### config.mk
export PLATFORM = sky130hd
export DESIGN_NAME = wrom_burst_arbiter_flat
export DESIGN_NICKNAME = d
export VERILOG_FILES = /design/src/rtl/wrom_burst_arbiter_if.sv /design/src/rtl/wrom_burst_arbiter.sv /design/src/flat_wrapper.sv
export SDC_FILE = /design/constraint.sdc
export NUM_CORES = 1
export LEC_CHECK = 0
export BUFFER_PORTS_ARGS = -buffer_cell sky130_fd_sc_hd__buf_4
export CORE_MARGIN = 5
export CORE_UTILIZATION = 35
export DETAILED_ROUTE_END_ITERATION = 6
export GPL_TIMING_DRIVEN = 0
export HOLD_SLACK_MARGIN = 0.08
export PLACE_DENSITY = 0.56
export SYNTH_ARGS = -nofsm -noshare
export SYNTH_HDL_FRONTEND = slang
export SYNTH_SLANG_ARGS = --single-unit
### constraint.sdc
create_clock -name clk -period 2.72 [get_ports clk]
set_clock_uncertainty 0.2 [all_clocks]
set_input_delay 0 -clock clk [delete_from_list [all_inputs] [get_ports clk]]
set_output_delay 0 -clock clk [all_outputs]
set_load 0.1 [all_outputs]
### src/rtl/wrom_burst_arbiter_if.sv
// Requester/ROM-side bundle of the weights-ROM burst arbiter.
// Define WROM_ARB_LOCK_EN to add the per-requester req_lock inputs.
interface wrom_burst_arbiter_if #(
  parameter int N    = 8,
  parameter int AW   = 8,
  parameter int NREQ = 2,
  parameter int LW   = 5
);
  logic [NREQ-1:0]    req;
  logic [NREQ*AW-1:0] req_addr;
  logic [NREQ*LW-1:0] req_len;
  logic [NREQ*AW-1:0] req_stride;
  logic [NREQ-1:0]    gnt;
  logic               busy;
  logic [AW-1:0]      rom_addr;
  logic [N-1:0]       rom_data;
  logic               rd_valid;
  logic [N-1:0]       rd_data;
  logic [1:0]         rd_id;
  logic               rd_last;
`ifdef WROM_ARB_LOCK_EN
  logic [NREQ-1:0]    req_lock;

  modport master (
    output req, req_addr, req_len, req_stride, req_lock, rom_data,
    input  gnt, busy, rom_addr, rd_valid, rd_data, rd_id, rd_last
  );
  modport slave (
    input  req, req_addr, req_len, req_stride, req_lock, rom_data,
    output gnt, busy, rom_addr, rd_valid, rd_data, rd_id, rd_last
  );
`else
  modport master (
    output req, req_addr, req_len, req_stride, rom_data,
    input  gnt, busy, rom_addr, rd_valid, rd_data, rd_id, rd_last
  );
  modport slave (
    input  req, req_addr, req_len, req_stride, rom_data,
    output gnt, busy, rom_addr, rd_valid, rd_data, rd_id, rd_last
  );
`endif
endinterface

### src/rtl/wrom_burst_arbiter.sv
// Round-robin strided-burst arbiter in front of the shared 1-cycle-latency weights ROM.
// Optional macro WROM_ARB_LOCK_EN: a locked requester keeps the ROM for up to 8 bursts.
module wrom_burst_arbiter #(
  parameter int N    = 8,
  parameter int AW   = 8,
  parameter int NREQ = 2,
  parameter int LW   = 5
) (
  input logic clk,
  input logic rst,
  wrom_burst_arbiter_if.slave bus
);
  typedef enum logic [1:0] {IDLE, BURST, DRAIN} state_t;

  state_t          state_q, state_d;
  logic [AW-1:0]   cur_addr_q, cur_addr_d, stride_q, stride_d, rom_addr_q, rom_addr_d;
  logic [LW-1:0]   cnt_q, cnt_d;
  logic [1:0]      id_q, id_d, rr_ptr_q, rr_ptr_d;
  logic [1:0]      iss_id_q, iss_id_d, rd_id_q, rd_id_d;
  logic [NREQ-1:0] gnt_q, gnt_d;
  logic            busy_q, busy_d, done_q, done_d;
  logic            iss_q, iss_d, iss_last_q, iss_last_d;
  logic            rd_valid_q, rd_valid_d, rd_last_q, rd_last_d;

  logic            rr_found;
  logic [1:0]      rr_pick;
  logic            grant;
  logic [1:0]      gid;
  logic [NREQ-1:0] gnt_sel;
  logic [AW-1:0]   addr_v [NREQ];
  logic [AW-1:0]   stride_v [NREQ];
  logic [LW-1:0]   len_v [NREQ];
  logic [AW-1:0]   sel_addr, sel_stride;
  logic [LW-1:0]   sel_len;

  // First asserted request scanning upward from the requester after rr_ptr.
  always_comb begin
    logic [NREQ-1:0] rot;
    rot      = '0;
    rr_found = 1'b0;
    rr_pick  = '0;
    for (int k = 1; k <= NREQ; k++) begin
      rot = bus.req >> ((int'(rr_ptr_q) + k) % NREQ);
      if (!rr_found && rot[0]) begin
        rr_found = 1'b1;
        rr_pick  = 2'((int'(rr_ptr_q) + k) % NREQ);
      end
    end
  end

`ifdef WROM_ARB_LOCK_EN
  logic            lock_pend_q, lock_pend_d;
  logic [3:0]      run_q, run_d;
  logic [NREQ-1:0] own_req_v, own_lock_v;
  logic            lock_grant;

  for (genvar gi = 0; gi < NREQ; gi++) begin : g_own
    assign own_req_v[gi]  = (id_q == 2'(gi)) && bus.req[gi];
    assign own_lock_v[gi] = (id_q == 2'(gi)) && bus.req[gi] && bus.req_lock[gi];
  end

  assign lock_grant = lock_pend_q && (|own_req_v);
  assign grant      = lock_grant || rr_found;
  assign gid        = lock_grant ? id_q : rr_pick;
`else
  assign grant = rr_found;
  assign gid   = rr_pick;
`endif

  for (genvar gi = 0; gi < NREQ; gi++) begin : g_fields
    assign gnt_sel[gi]  = (gid == 2'(gi));
    assign addr_v[gi]   = gnt_sel[gi] ? bus.req_addr[gi*AW +: AW]   : '0;
    assign stride_v[gi] = gnt_sel[gi] ? bus.req_stride[gi*AW +: AW] : '0;
    assign len_v[gi]    = gnt_sel[gi] ? bus.req_len[gi*LW +: LW]    : '0;
  end

  always_comb begin
    sel_addr   = '0;
    sel_stride = '0;
    sel_len    = '0;
    for (int k = 0; k < NREQ; k++) begin
      sel_addr   = sel_addr | addr_v[k];
      sel_stride = sel_stride | stride_v[k];
      sel_len    = sel_len | len_v[k];
    end
  end

  always_comb begin
    state_d    = state_q;
    cur_addr_d = cur_addr_q;
    stride_d   = stride_q;
    cnt_d      = cnt_q;
    id_d       = id_q;
    rr_ptr_d   = rr_ptr_q;
    rom_addr_d = rom_addr_q;
    busy_d     = busy_q;
    done_d     = done_q;
    gnt_d      = '0;
    iss_d      = 1'b0;
    iss_last_d = 1'b0;
    iss_id_d   = id_q;
    // Read-return stage lines up with rom_data, one cycle behind the issued address.
    rd_valid_d = iss_q;
    rd_last_d  = iss_q && iss_last_q;
    rd_id_d    = iss_id_q;
`ifdef WROM_ARB_LOCK_EN
    lock_pend_d = lock_pend_q;
    run_d       = run_q;
`endif
    unique case (state_q)
      IDLE: begin
        busy_d = 1'b0;
`ifdef WROM_ARB_LOCK_EN
        lock_pend_d = 1'b0;
`endif
        if (grant) begin
          gnt_d      = gnt_sel;
          id_d       = gid;
          rr_ptr_d   = gid;
          cur_addr_d = sel_addr;
          stride_d   = sel_stride;
          cnt_d      = sel_len;
          done_d     = 1'b0;
          busy_d     = 1'b1;
          state_d    = BURST;
`ifdef WROM_ARB_LOCK_EN
          run_d = lock_grant ? run_q + 4'd1 : 4'd1;
`endif
        end
      end
      BURST: begin
        busy_d = 1'b1;
        // One extra BURST cycle after the last address lets the last word reach DRAIN.
        if (done_q) begin
          state_d = DRAIN;
        end else begin
          rom_addr_d = cur_addr_q;
          cur_addr_d = cur_addr_q + stride_q;
          iss_d      = 1'b1;
          iss_last_d = (cnt_q == '0);
          if (cnt_q == '0) done_d = 1'b1;
          else             cnt_d  = cnt_q - LW'(1);
        end
      end
      DRAIN: begin
        busy_d  = 1'b0;
        state_d = IDLE;
`ifdef WROM_ARB_LOCK_EN
        lock_pend_d = (|own_lock_v) && (run_q < 4'd8);
`endif
      end
      default: state_d = IDLE;
    endcase
  end

  always_ff @(posedge clk) begin
    if (rst) begin
      state_q    <= IDLE;
      cur_addr_q <= '0;
      stride_q   <= '0;
      cnt_q      <= '0;
      id_q       <= '0;
      rr_ptr_q   <= 2'(NREQ - 1);
      rom_addr_q <= '0;
      busy_q     <= 1'b0;
      done_q     <= 1'b0;
      gnt_q      <= '0;
      iss_q      <= 1'b0;
      iss_last_q <= 1'b0;
      iss_id_q   <= '0;
      rd_valid_q <= 1'b0;
      rd_last_q  <= 1'b0;
      rd_id_q    <= '0;
`ifdef WROM_ARB_LOCK_EN
      lock_pend_q <= 1'b0;
      run_q       <= '0;
`endif
    end else begin
      state_q    <= state_d;
      cur_addr_q <= cur_addr_d;
      stride_q   <= stride_d;
      cnt_q      <= cnt_d;
      id_q       <= id_d;
      rr_ptr_q   <= rr_ptr_d;
      rom_addr_q <= rom_addr_d;
      busy_q     <= busy_d;
      done_q     <= done_d;
      gnt_q      <= gnt_d;
      iss_q      <= iss_d;
      iss_last_q <= iss_last_d;
      iss_id_q   <= iss_id_d;
      rd_valid_q <= rd_valid_d;
      rd_last_q  <= rd_last_d;
      rd_id_q    <= rd_id_d;
`ifdef WROM_ARB_LOCK_EN
      lock_pend_q <= lock_pend_d;
      run_q       <= run_d;
`endif
    end
  end

  assign bus.gnt      = gnt_q;
  assign bus.busy     = busy_q;
  assign bus.rom_addr = rom_addr_q;
  assign bus.rd_valid = rd_valid_q;
  assign bus.rd_last  = rd_last_q;
  assign bus.rd_id    = rd_id_q;
  assign bus.rd_data  = bus.rom_data;
endmodule

### src/flat_wrapper.sv
// flat-port wrapper written by rule: the top's interface ports become plain ports
module wrom_burst_arbiter_flat 
#(
  parameter int N    = 8,
  parameter int AW   = 8,
  parameter int NREQ = 2,
  parameter int LW   = 5
)
  (clk, rst, bus_req, bus_req_addr, bus_req_len, bus_req_stride, bus_rom_data, bus_gnt, bus_busy, bus_rom_addr, bus_rd_valid, bus_rd_data, bus_rd_id, bus_rd_last);
  wrom_burst_arbiter_if #(.N(N), .AW(AW), .NREQ(NREQ), .LW(LW)) bus_i ();
  input logic clk;
  input logic rst;
  input wire logic [$bits(bus_i.req)-1:0] bus_req;
  input wire logic [$bits(bus_i.req_addr)-1:0] bus_req_addr;
  input wire logic [$bits(bus_i.req_len)-1:0] bus_req_len;
  input wire logic [$bits(bus_i.req_stride)-1:0] bus_req_stride;
  input wire logic [$bits(bus_i.rom_data)-1:0] bus_rom_data;
  output wire logic [$bits(bus_i.gnt)-1:0] bus_gnt;
  output wire logic [$bits(bus_i.busy)-1:0] bus_busy;
  output wire logic [$bits(bus_i.rom_addr)-1:0] bus_rom_addr;
  output wire logic [$bits(bus_i.rd_valid)-1:0] bus_rd_valid;
  output wire logic [$bits(bus_i.rd_data)-1:0] bus_rd_data;
  output wire logic [$bits(bus_i.rd_id)-1:0] bus_rd_id;
  output wire logic [$bits(bus_i.rd_last)-1:0] bus_rd_last;
  assign bus_i.req = bus_req;
  assign bus_i.req_addr = bus_req_addr;
  assign bus_i.req_len = bus_req_len;
  assign bus_i.req_stride = bus_req_stride;
  assign bus_i.rom_data = bus_rom_data;
  assign bus_gnt = bus_i.gnt;
  assign bus_busy = bus_i.busy;
  assign bus_rom_addr = bus_i.rom_addr;
  assign bus_rd_valid = bus_i.rd_valid;
  assign bus_rd_data = bus_i.rd_data;
  assign bus_rd_id = bus_i.rd_id;
  assign bus_rd_last = bus_i.rd_last;
  wrom_burst_arbiter #(.N(N), .AW(AW), .NREQ(NREQ), .LW(LW)) u_core (.clk(clk), .rst(rst), .bus(bus_i));
endmodule
==> metrics.md <==
| Metric | Value |
|---|---|
| Status | `complete, no violations` |
| Total number of vias | `2297` |
| Combinational share of power | `between 40% and 50%` |
| HPWL after detailed placement | `roughly 4700 um` |
| Syn Std Cell Area | `2328 um^2` |
| RSZ-0062 raised after global routing | `false` |
| Slew Viols, Final | `0` |
| Synthesis warning total | `0` |
| Synth cell types | `43` |
| Drc violations | `0` |
| CTS Buf Count | `5` |
| Seq/Total Area, Yosys | `~37%` |
| Worst-Skew Late Latency | `290 ps` |
| Area contributors post-synth | `dfxtp_1 (37%), mux2i_1 (8.6%), a21oi_1 (6.4%), ha_1 (6.4%), nand2_1 (4.0%)` |
| Crit path time final | `2551 ps` |
| Register area | `860.8 um^2` |
| H-tree lvl count | `2` |
| ANT cells | `0` |
| Top-area cell type share of the netlist area | `36.97%` |
| Synth Register Bits | `43` |
| TritonCTS clock tree | `built` |
| Maximum fanout along the worst path | `8` |
| Final hold vios | `0` |
| Largest net degree at the start of global routing | `15` |
| Core Area | `6422 um^2` |
| Mapped Cells | `268` |
| Layout fillers | `roughly 620` |
| Chip Width | `91.57 um` |
| FF-to-FF path depth | `7` |
| Worst EP arrival | `approximately 2500 ps` |
| Die area | `8384 um^2` |
| Synth top cells by count | `dfxtp_1 (43), a21oi_1 (30), nand2_1 (25)` |
| Post-CTS Setup Repair Bufs | `0` |
| Vias in the first global route | `2317` |
| Flop pwr share | `34.3%` |
| Routed vias/inst | `4.950` |
| Psw | `1.065 mW` |
| CP required | `2710 ps` |
| Internal cell power | `1.426 mW` |
| Post-DRT Antenna Nets | `0` |
| Clock share of power | `16.4%` |
| Syn-to-layout area delta | `48.52%` |
| Root Driver | `clkbuf_8` |
| Tightest Pin Transition | `703.3 ps` |
| MaxCap Viol Count | `0` |
| Longest Clk Path Bufs | `2` |
| Antenna violations before repair | `0` |
| Count leader, synth | `dfxtp_1` |
| Worst slew margin | `51.90%` |
| Leakage | `~1.5 nW` |
| Avg Inst Size Synth | `8.688 um^2` |
| Post-layout net count | `453` |
| Area taken by multi-input logic gates | `1296 um^2` |
| GP Congestion | `0.8513` |
| First-pass GRT wire length | `10680 um` |
| Setup CP Type | `flop to flop` |
| Port Buffers | `67` |
| Final core utilization | `53.85%` |
| Wirelength, routed | `6498 um` |
| Post-synth EDFFs | `0` |
| Routed WL per cell | `14.00 um` |
| Top_reg_cell synth | `dfxtp_1` |
| GRT overflow | `0` |
| Die height | `91.57 um` |
| Setup TNS | `0 ps` |
| Post-Place Worst Slack | `about 400 ps` |
| Clock transition at path regs | `90 ps` |
| Initial Util | `36.26%` |
| Final worst-path cycle share | `93.78%` |
| Setup slack after layout | `169.1 ps` |
| Max Clk Rate | `392.0 MHz` |
| Tot Pwr | `between 2 and 2.5 mW` |
| Initial DRC count | `67` |
| Crit path capture type | `flop` |
| TritonRoute pass-1 iters | `4` |
| Ports | `just under 80` |
| Hold/Removal Path Class | `primary input to primary output` |
| Hold path depth | `2` |
| Share of layout cells above drive strength 1 | `about a quarter` |
| Synth area leader | `dfxtp_1` |
| Power per cell area | `720.4 nW/um^2` |
| GRT Util Overall | `15.49%` |
| Clock sinks | `43` |
| Row cnt | `29` |
| Post-synth ARST share | `0%` |
| Maximum vdd drop | `369.1 uV` |
| Mapped Nets | `approximately 340` |
| Finish-stage setup viols | `0` |
| Switching share of total power | `between 40% and 50%` |
| Startpoint types | `flop` |
## power by group through the flow
stage	combinational, mW	sequential, mW	clock (mW)
after floorplan	0.738	0.994	0
after global placement	1.14	0.864	0
after detailed placement	1.16	0.868	0
after CTS	1.23	0.854	0.418
after global routing	1.35	0.873	0.447
final	1.23	0.855	0.408
## final timing paths
check                                      start                        endpoint  slack, ps
setup / recovery  u_core.state_q[0]$_SDFFE_PP0P_  u_core.state_q[1]$_SDFFE_PP0P_        170
hold / removal                   bus_rom_data[4]                  bus_rd_data[4]        130
setup reg to reg  u_core.state_q[0]$_SDFFE_PP0P_  u_core.state_q[1]$_SDFFE_PP0P_        170
hold reg to reg     u_core.iss_last_q$_SDFF_PP0_   u_core.bus.rd_last$_SDFF_PP0_        230
## state kept, by name, summed over array words and instances (netlist names), 2 cells and up
signal	cells
u_core.stride_q	8
u_core.state_q	2
u_core.cnt_q	5
u_core.cur_addr_q	8
u_core.bus.gnt	2
u_core.bus.rom_addr	8
## routing by layer
layer,track usage [%],part of all wire (%)
met5,0,0
met4,4.523,1.4
met3,3.636,6.3
met2,27.81,49
met1,18.23,43
## timing repair
item / CTS / global route
hold buffers: 44 / 0
endpoints found under the hold margin: 28 / 0
setup endpoints to repair: 0 / 1
gates resized for setup: 0 / 2
## logic make-up after synthesis
logic type	count (synthesis)	share of synthesized area, %
AOI/OAI and AO/OA	71	19.34
xor gates and xnor gates	7	2.633
adders and majority gates	13	7.308
buffers and inverters	32	7.361
DFF	43	36.97
muxes	22	9.565
other	1	0.1610
and+or+nand+nor	79	16.66
## layout by cell type, fill, tap and decap left out, types with 3 or more instances in the layout
cell type	synthesis	final
a211oi_1	11	11
a21o_1	3	3
a21oi_1	30	30
a31oi_1	4	4
buf_4	11	78
clkbuf_1	9	8
clkbuf_8	0	5
dfxtp_1	43	43
dlygate4sd3_1	0	44
ha_1	12	12
inv_1	9	9
mux2i_1	20	20
nand2_1	25	25
nand3_1	4	4
nor2_1	16	16
nor2b_1	9	9
nor3_1	10	10
nor4_1	3	3
o21ai_0	10	10
xnor2_1	4	4
xor2_1	3	3
## worst max-delay path: stages (launching register included)
cell and delay, ps:
dfxtp_1 390, inv_1 80, ha_1 290, nor3b_1 170, dlygate4sd3_1 570, o21ai_0 150, nor2_1 60, dlygate4sd3_1 540
## final cells by class
type,count,share of cell area [%]
Clock buffer,5,1.990
Clock inverter,3,0.5789
Timing Repair Buffer,111,27.28
Buffer,23,4.016
Multi-Input combinational cell,193,37.48
Tap cell,77,2.786
Sequential cell,43,24.89
Inverter,9,0.9768
## per-stage QoR
| step | area (um^2) | hold slack (ps) | std cells |
|---|---|---|---|
| finish | 3458 | 127.0 | 464 |
| floorplan | 2328 | -42.57 | 268 |
| detailed placement | 2928 | 127.5 | 412 |
| global placement | 2928 | 127.1 | 412 |
| CTS | 3457 | 127.3 | 464 |
| global route | 3458 | 130.3 | 464 |
(Power assumes the default switching activity.)
